<file path="src/rtl/jk_counter_ctrl_if.sv">
// Control/array bundle for jk_counter_ctrl: job handshake from top-level control plus J/K/Q to the flip-flop array.
// master = control side and array (drives requests and Q); slave = the sequencer.
interface jk_counter_ctrl_if #(
    parameter int WIDTH = 8
);
    logic             start;
    logic             dir;
    logic [WIDTH-1:0] load_val;
    logic [WIDTH-1:0] limit;
    logic             en;
    logic             abort;
    logic [WIDTH-1:0] ffq;
    logic [WIDTH-1:0] ffj;
    logic [WIDTH-1:0] ffk;
    logic             busy;
    logic             done;

    modport master (
        output start, dir, load_val, limit, en, abort, ffq,
        input  ffj, ffk, busy, done
    );

    modport slave (
        input  start, dir, load_val, limit, en, abort, ffq,
        output ffj, ffk, busy, done
    );
endinterface

</file>
<file path="src/rtl/jk_counter_ctrl.sv">
// JK counter-array sequencer: load, count to limit, pulse done (N+3 edges, en-low stalls add one each, no queueing of start).
// Optional JK_CTRL_AUTO_RELOAD_EN: DONE returns to LOAD so the job repeats until abort or RST.
module jk_counter_ctrl #(
    parameter int WIDTH = 8
) (
    input  logic              CLK,
    input  logic              RST,
    jk_counter_ctrl_if.slave  bus
);

    typedef enum logic [1:0] {
        IDLE = 2'd0,
        LOAD = 2'd1,
        RUN  = 2'd2,
        DONE = 2'd3
    } state_t;

    state_t           state_q;
    logic             dir_r;
    logic [WIDTH-1:0] load_r;
    logic [WIDTH-1:0] limit_r;
    logic             busy_q;
    logic             done_q;

    logic [WIDTH-1:0] up_tgl;
    logic [WIDTH-1:0] dn_tgl;
    logic [WIDTH-1:0] ffj_d;
    logic [WIDTH-1:0] ffk_d;
    logic             at_limit;

    assign at_limit = (bus.ffq == limit_r);

    // Ripple-carry/borrow toggle masks: bit i flips when all lower bits are 1 (up) or 0 (down).
    always_comb begin
        logic acc_up;
        logic acc_dn;
        acc_up = 1'b1;
        acc_dn = 1'b1;
        up_tgl = '0;
        dn_tgl = '0;
        for (int i = 0; i < WIDTH; i++) begin
            up_tgl[i] = acc_up;
            dn_tgl[i] = acc_dn;
            acc_up    = acc_up & bus.ffq[i];
            acc_dn    = acc_dn & ~bus.ffq[i];
        end
    end

    always_comb begin
        ffj_d = '0;
        ffk_d = '0;
        if (!RST && !bus.abort) begin
            case (state_q)
                LOAD: begin
                    ffj_d = load_r;
                    ffk_d = ~load_r;
                end
                RUN: begin
                    if (!at_limit && bus.en) begin
                        ffj_d = dir_r ? up_tgl : dn_tgl;
                        ffk_d = dir_r ? up_tgl : dn_tgl;
                    end
                end
                default: begin
                    ffj_d = '0;
                    ffk_d = '0;
                end
            endcase
        end
    end

    always_ff @(posedge CLK) begin
        if (RST) begin
            state_q <= IDLE;
            dir_r   <= 1'b0;
            load_r  <= '0;
            limit_r <= '0;
            busy_q  <= 1'b0;
            done_q  <= 1'b0;
        end else begin
            done_q <= 1'b0;
            case (state_q)
                IDLE: begin
                    if (!bus.abort && bus.start) begin
                        dir_r   <= bus.dir;
                        load_r  <= bus.load_val;
                        limit_r <= bus.limit;
                        state_q <= LOAD;
                        busy_q  <= 1'b1;
                    end
                end
                LOAD: begin
                    if (bus.abort) begin
                        state_q <= IDLE;
                        busy_q  <= 1'b0;
                    end else begin
                        state_q <= RUN;
                    end
                end
                RUN: begin
                    if (bus.abort) begin
                        state_q <= IDLE;
                        busy_q  <= 1'b0;
                    end else if (at_limit) begin
                        state_q <= DONE;
                        done_q  <= 1'b1;
                    end
                end
                DONE: begin
                    if (bus.abort) begin
                        state_q <= IDLE;
                        busy_q  <= 1'b0;
                    end else begin
`ifdef JK_CTRL_AUTO_RELOAD_EN
                        state_q <= LOAD;
`else
                        state_q <= IDLE;
                        busy_q  <= 1'b0;
`endif
                    end
                end
                default: begin
                    state_q <= IDLE;
                    busy_q  <= 1'b0;
                end
            endcase
        end
    end

    assign bus.ffj  = ffj_d;
    assign bus.ffk  = ffk_d;
    assign bus.busy = busy_q;
    assign bus.done = done_q;

endmodule

</file>
<file path="src/flat_wrapper.sv">
// flat-port wrapper written by rule: the top's interface ports become plain ports
module jk_counter_ctrl_flat 
#(
    parameter int WIDTH = 8
)
  (CLK, RST, bus_start, bus_dir, bus_load_val, bus_limit, bus_en, bus_abort, bus_ffq, bus_ffj, bus_ffk, bus_busy, bus_done);
  jk_counter_ctrl_if #(.WIDTH(WIDTH)) bus_i ();
  input  logic CLK;
  input  logic RST;
  input wire logic [$bits(bus_i.start)-1:0] bus_start;
  input wire logic [$bits(bus_i.dir)-1:0] bus_dir;
  input wire logic [$bits(bus_i.load_val)-1:0] bus_load_val;
  input wire logic [$bits(bus_i.limit)-1:0] bus_limit;
  input wire logic [$bits(bus_i.en)-1:0] bus_en;
  input wire logic [$bits(bus_i.abort)-1:0] bus_abort;
  input wire logic [$bits(bus_i.ffq)-1:0] bus_ffq;
  output wire logic [$bits(bus_i.ffj)-1:0] bus_ffj;
  output wire logic [$bits(bus_i.ffk)-1:0] bus_ffk;
  output wire logic [$bits(bus_i.busy)-1:0] bus_busy;
  output wire logic [$bits(bus_i.done)-1:0] bus_done;
  assign bus_i.start = bus_start;
  assign bus_i.dir = bus_dir;
  assign bus_i.load_val = bus_load_val;
  assign bus_i.limit = bus_limit;
  assign bus_i.en = bus_en;
  assign bus_i.abort = bus_abort;
  assign bus_i.ffq = bus_ffq;
  assign bus_ffj = bus_i.ffj;
  assign bus_ffk = bus_i.ffk;
  assign bus_busy = bus_i.busy;
  assign bus_done = bus_i.done;
  jk_counter_ctrl #(.WIDTH(WIDTH)) u_core (.CLK(CLK), .RST(RST), .bus(bus_i));
endmodule
</file>
<file path="config.mk">
export PLATFORM = sky130hd
export DESIGN_NAME = jk_counter_ctrl_flat
export DESIGN_NICKNAME = d
export VERILOG_FILES = /design/src/rtl/jk_counter_ctrl_if.sv /design/src/rtl/jk_counter_ctrl.sv /design/src/flat_wrapper.sv
export SDC_FILE = /design/constraint.sdc
export NUM_CORES = 1
export LEC_CHECK = 0
export BUFFER_PORTS_ARGS = -buffer_cell sky130_fd_sc_hd__buf_4
export CORE_ASPECT_RATIO = 0.75
export CORE_MARGIN = 5
export CORE_UTILIZATION = 51
export CTS_CLUSTER_DIAMETER = 50
export CTS_CLUSTER_SIZE = 28
export DETAILED_ROUTE_END_ITERATION = 6
export GPL_ROUTABILITY_DRIVEN = 0
export PLACE_DENSITY = 0.94
export SYNTH_ARGS = -nofsm -noshare
export SYNTH_HDL_FRONTEND = slang
export SYNTH_SLANG_ARGS = --single-unit
</file>
<file path="constraint.sdc">
create_clock -name CLK -period 3.6 [get_ports CLK]
set_input_delay 0.54 -clock CLK [delete_from_list [all_inputs] [get_ports CLK]]
set_output_delay 0.54 -clock CLK [all_outputs]
set_load 0.05 [all_outputs]
</file>
### Yosys cells after proc, flatten, opt, wreduce, memory -nomap -nowiden

Cells that the tools add are included.

| operators by class | value |
|---|---|
| equal/unequal tests | 7 |
| multiplexer cells | 15 |
| bitwise operators | 21 |
| reductions and logical operators | 12 |

Operator list:

| operator | number |
|---|---|
| 8-bit 2-to-1 mux | 4 |
| 8-bit one-hot mux with 2 select lines | 2 |
| 1-bit bitwise AND | 12 |
| 8-bit == test | 1 |
| 2-bit 2-to-1 mux | 4 |
| 1-bit NOT | 8 |
| 8-bit NOT | 1 |
| 2-bit one-hot mux with 4 select lines | 1 |
| 2-bit AND reduction | 3 |
| 2-bit == test, second input constant | 2 |
| 2-bit by 1-bit != test with 1-bit output, second input constant | 2 |
| 1-bit logical AND | 3 |
| 1-bit zero test | 3 |
| 1-bit 2-to-1 mux | 3 |
| 3-bit by 2-bit != test with 1-bit output, second input constant | 1 |
| 1-bit one-hot mux with 3 select lines | 1 |
| 3-bit OR reduction | 1 |
| 2-bit by 1-bit == test with 1-bit output, second input constant | 1 |
| 2-bit zero test | 1 |
| 2-bit OR reduction | 1 |

| storage, ports and cells | value |
|---|---|
| register bits | 21 |
| output and inout bits | 18 |
| word-level logic and storage cells | 61 |

### Longest topological paths before layout

| depth | value |
|---|---|
| word-level depth | 11 |
| mapped depth | 7 |
| depth with buffers taken out | 6 |

### Least setup slack after synthesis

No wires, ideal clock.

| path | value |
|---|---|
| kind | flip-flop to output port |
| from | register u_core.state_q[0] |
| to | output port bus_ffj[1] |
| data arrival time | 2.426 ns |
| setup slack | 0.634 ns |
| stages on the path, launching flop included | 7 |
| path buffers | 0 |
| path through | dfxtp_1 inv_1 ha_1 nor3b_1 and3_1 o21ai_1 o21ai_0 |

| between the ends | value |
|---|---|
| longest elaborated chain between the ends | 3 |
| elaborated cells between the ends (all ways) | 4 |
| classes of those cells | 2 x eq/ne; 2 x mux |

RTL lines:

| item | RTL line | RTL |
|---|---|---|
| from (decl) | jk_counter_ctrl.sv:18 | `state_t state_q;` |
| from (signal assigned) | jk_counter_ctrl.sv:74 | `state_q <= IDLE;` |
| from (signal assigned) | jk_counter_ctrl.sv:88 | `state_q <= LOAD;` |
| from (signal assigned) | jk_counter_ctrl.sv:94 | `state_q <= IDLE;` |
| 2-bit == test or 2-bit by 1-bit == test with 1-bit output (tied branches) | jk_counter_ctrl.sv:53 | `case (state_q)` |
| 8-bit one-hot mux with 2 select lines (*) | jk_counter_ctrl.sv:53 |  |
| 8-bit 2-to-1 mux (*) | jk_counter_ctrl.sv:52 | `if (!RST && !bus.abort) begin` |
| to (decl) | flat_wrapper.sv:17 | `output wire logic [$bits(bus_i.ffj)-1:0] bus_ffj;` |

Mark *: on every way between the ends. The rest lies on a longest branch, timed or not.

### Worst setup path after layout

Same ends and word-level chain as after synthesis.

==> flow_metrics.env <==
export IMPL_io_buffers=47
export IMPL_worst_pin_slew_ns=1.09
export IMPL_hp_start="bus_load_val[7]"
export IMPL_ys_top_cells_by_area="dfxtp_1 34%, nand2_1 14%, a21oi_1 8.1%"
export IMPL_path_max_fanout=8
export IMPL_hold_buffers=0
export IMPL_core_area_um2=2310
export IMPL_leakage_nw=0.655
export IMPL_wl_um=3170
export IMPL_drt_iter0_markers=82
export IMPL_post_cts_setup_buffer_count=0
export IMPL_cts_resized=0
export IMPL_clk_latency_ns=0.31
export IMPL_syn_to_final_growth_pct=30.7
export IMPL_num_nets_final=241
export IMPL_avgSynthCellArea_um2=7.58
export IMPL_internal_power_mw=0.349
export IMPL_reg2regPathDepth=5
export IMPL_path_clk_slew_ns=0.11
export IMPL_track_usage_pct=18.8
export IMPL_yosysTopAreaCell="dfxtp_1"
export IMPL_synth_cell_type_count=36
export IMPL_place_ws_ns=1.08
export IMPL_htree_levels=1
export IMPL_syn_inst=163
export IMPL_diodes=0
export IMPL_wl_per_cell_um=13.2
export IMPL_synth_warning_count=0
export IMPL_overflow=0
export IMPL_rrSetupSlack_ns=1.63
export IMPL_setup_violations=0
export IMPL_drv_cap=0
export IMPL_start_util_pct=53.5
export IMPL_p_sw_share_pct=31.1
export IMPL_die_w_um=66.8
export IMPL_ys_seq_elements=21
export IMPL_viasPerCell=5.21
export IMPL_synth_nets=196
export IMPL_vias=1256
export IMPL_status="finished clean"
export IMPL_rsz0062_at_grt="false"
export IMPL_min_path_type="in2reg"
export IMPL_clock_skew_final_ns=0.00365
export IMPL_ir_drop_uv=262
export IMPL_grt_pass1_wl_um=5000
export IMPL_fmax_ghz=0.355
export IMPL_path_class="reg2out"
export IMPL_cts_tree="done"
export IMPL_period_needed_ns=2.81
export IMPL_worst_setup_path_start_kind="register"
export IMPL_r2r_end="u_core.load_r[6]"
export IMPL_post_synth_top_area_fraction_pct=34.0
export IMPL_numCtsBuffers=3
export IMPL_grt_antenna_before_repair=0
export IMPL_rr_startpoint="u_core.state_q[0]"
export IMPL_hold_viol=0
export IMPL_fin_area_um2=1610
export IMPL_whs_endpoint="u_core.load_r[7]"
export IMPL_cts_root_buf="clkbuf_4"
export IMPL_holdPathStages=3
export IMPL_crit_required_ns=3.06
export IMPL_clockPowerShare_pct=22.4
export IMPL_io_pins=48
export IMPL_fill_cells=202
export IMPL_synth_seq_area_share_pct=34.0
export IMPL_dr_pass1_iters=4
export IMPL_comb_power_share_pct=26.4
export IMPL_finalCritPeriodShare_pct=78.2
export IMPL_slew_headroom_pct=27.2
export IMPL_post_dp_hpwl_um=2430
export IMPL_post_route_drc_count=0
export IMPL_cts_sinks=21
export IMPL_arrival_ns=2.27
export IMPL_fp_dieH_um=52.6
export IMPL_drive_gt1_share_pct=27.5
export IMPL_slew_violations=0
export IMPL_place_area_um2=1590
export IMPL_drt_antenna_violating_nets=0
export IMPL_grt_start_max_net_pins=25
export IMPL_cellPowerDensity_nw_per_um2=314
export IMPL_dieArea_um2=3520
export IMPL_p_sw_mw=0.157
export IMPL_fp_row_count=15
export IMPL_timing_final_ws_setup_ns=0.786
export IMPL_grt_pass1_vias=1132
export IMPL_fin_setup_tns_ns=0
export IMPL_syn_area_um2=1230
export IMPL_clock_path_buffers=2
export IMPL_power_frac_seq_pct=51.2
export IMPL_critPathCaptureType="output port"
==> cell type report <==
type,count,area [um2],area share [%]
clock buffers,4,26.3,1.63
inverters,5,18.8,1.16
well taps,34,42.5,2.64
repair buffers,47,353,21.9
flip-flops and latches,21,420,26.0
multi-input cells,130,753,46.7
==> cell families after synthesis <==
family | synth area share, %
XOR/XNOR | 7.09
AO/OA/AOI/OAI | 22.8
AND/OR/NAND/NOR | 28.1
flip-flops | 34.0
buffers and inverters | 4.96
adder cells (fa/ha/maj) | 3.04
==> worst max-delay path by stage <==
stage	to	start	cells after the start	slack [ns]
after global routing	bus_ffj[1]	u_core.state_q[0]	7	0.53
after global placement	bus_ffj[2]	RST	6	1.17
after CTS	bus_ffj[1]	u_core.state_q[0]	7	0.78
after floorplan	bus_ffj[1]	u_core.state_q[0]	6	0.63
after detailed placement	bus_ffj[1]	bus_ffq[4]	6	1.08
final	bus_ffj[1]	u_core.state_q[0]	7	0.79
==> synth_stat cells (all sizes together) <==
| master | count |
|---|---|
| a21oi | 20 |
| a31oi | 2 |
| and2 | 1 |
| and3 | 3 |
| and4 | 1 |
| buf | 3 |
| clkbuf | 4 |
| dfxtp | 21 |
| ha | 3 |
| inv | 5 |
| nand2 | 45 |
| nand2b | 3 |
| nand3b | 1 |
| nand4 | 2 |
| nor2 | 5 |
| nor2b | 2 |
| nor3 | 3 |
| nor3b | 2 |
| nor4 | 1 |
| o211ai | 1 |
| o21a | 1 |
| o21ai | 12 |
| o221ai | 2 |
| o22ai | 6 |
| o311ai | 1 |
| o32a | 1 |
| or2 | 1 |
| or3 | 1 |
| xnor2 | 8 |
| xor2 | 2 |
==> state kept, by name, summed over array words and instances (netlist names) <==
register / count
u_core.dir_r: 1
u_core.limit_r: 8
u_core.state_q: 2
u_core.bus.busy: 1
u_core.load_r: 8
u_core.bus.done: 1
==> worst max-delay path, cell delays in order, from the launching register on <==
cell and delay, ns:
dfxtp_1 0.38, inv_1 0.09, ha_1 0.31, nor3b_1 0.28
and3_1 0.24, o21ai_1 0.19, o21ai_0 0.25, buf_4 0.23
==> through the flow <==
step	hold WS, ns	util [%]	instances	power (mW)
after floorplan	0.444	-	163	0.348
after global placement	0.455	68.8	237	0.393
after detailed placement	0.463	68.8	237	0.398
after CTS	0.464	69.9	241	0.510
after global routing	0.445	69.9	241	0.536
final	0.468	69.9	241	0.507
==> layout by cell type (no fill, tap or decap), drive strengths merged, types with 2 or more instances in the layout <==
| cell | count |
|---|---|
| buf | 47 |
| nand2 | 45 |
| dfxtp | 21 |
| a21oi | 20 |
| o21ai | 12 |
| xnor2 | 8 |
| o22ai | 6 |
| inv | 5 |
| nor2 | 5 |
| clkbuf | 4 |
| and3 | 3 |
| nor3 | 3 |
| nand2b | 3 |
| ha | 3 |
| xor2 | 2 |
| nand4 | 2 |
| a31oi | 2 |
| nor2b | 2 |
| nor3b | 2 |
| o221ai | 2 |
==> power groups by stage <==
stage	clock network, mW	registers (mW)	logic (mW)
after floorplan	0	0.265	0.0826
after global placement	0	0.264	0.130
after detailed placement	0	0.264	0.133
after CTS	0.117	0.259	0.134
after global routing	0.129	0.261	0.146
final	0.113	0.259	0.134
==> layer usage <==
layer  global-route usage, %  share of wire [%]  vias up
met1                    23.1                 46      561
met2                    30.9                 45       38
met3                    7.94                8.2        4
li1                        -                  -      653
met4                    2.70               0.73        0
met5                       0                  0        -
(Power assumes the default switching activity.)
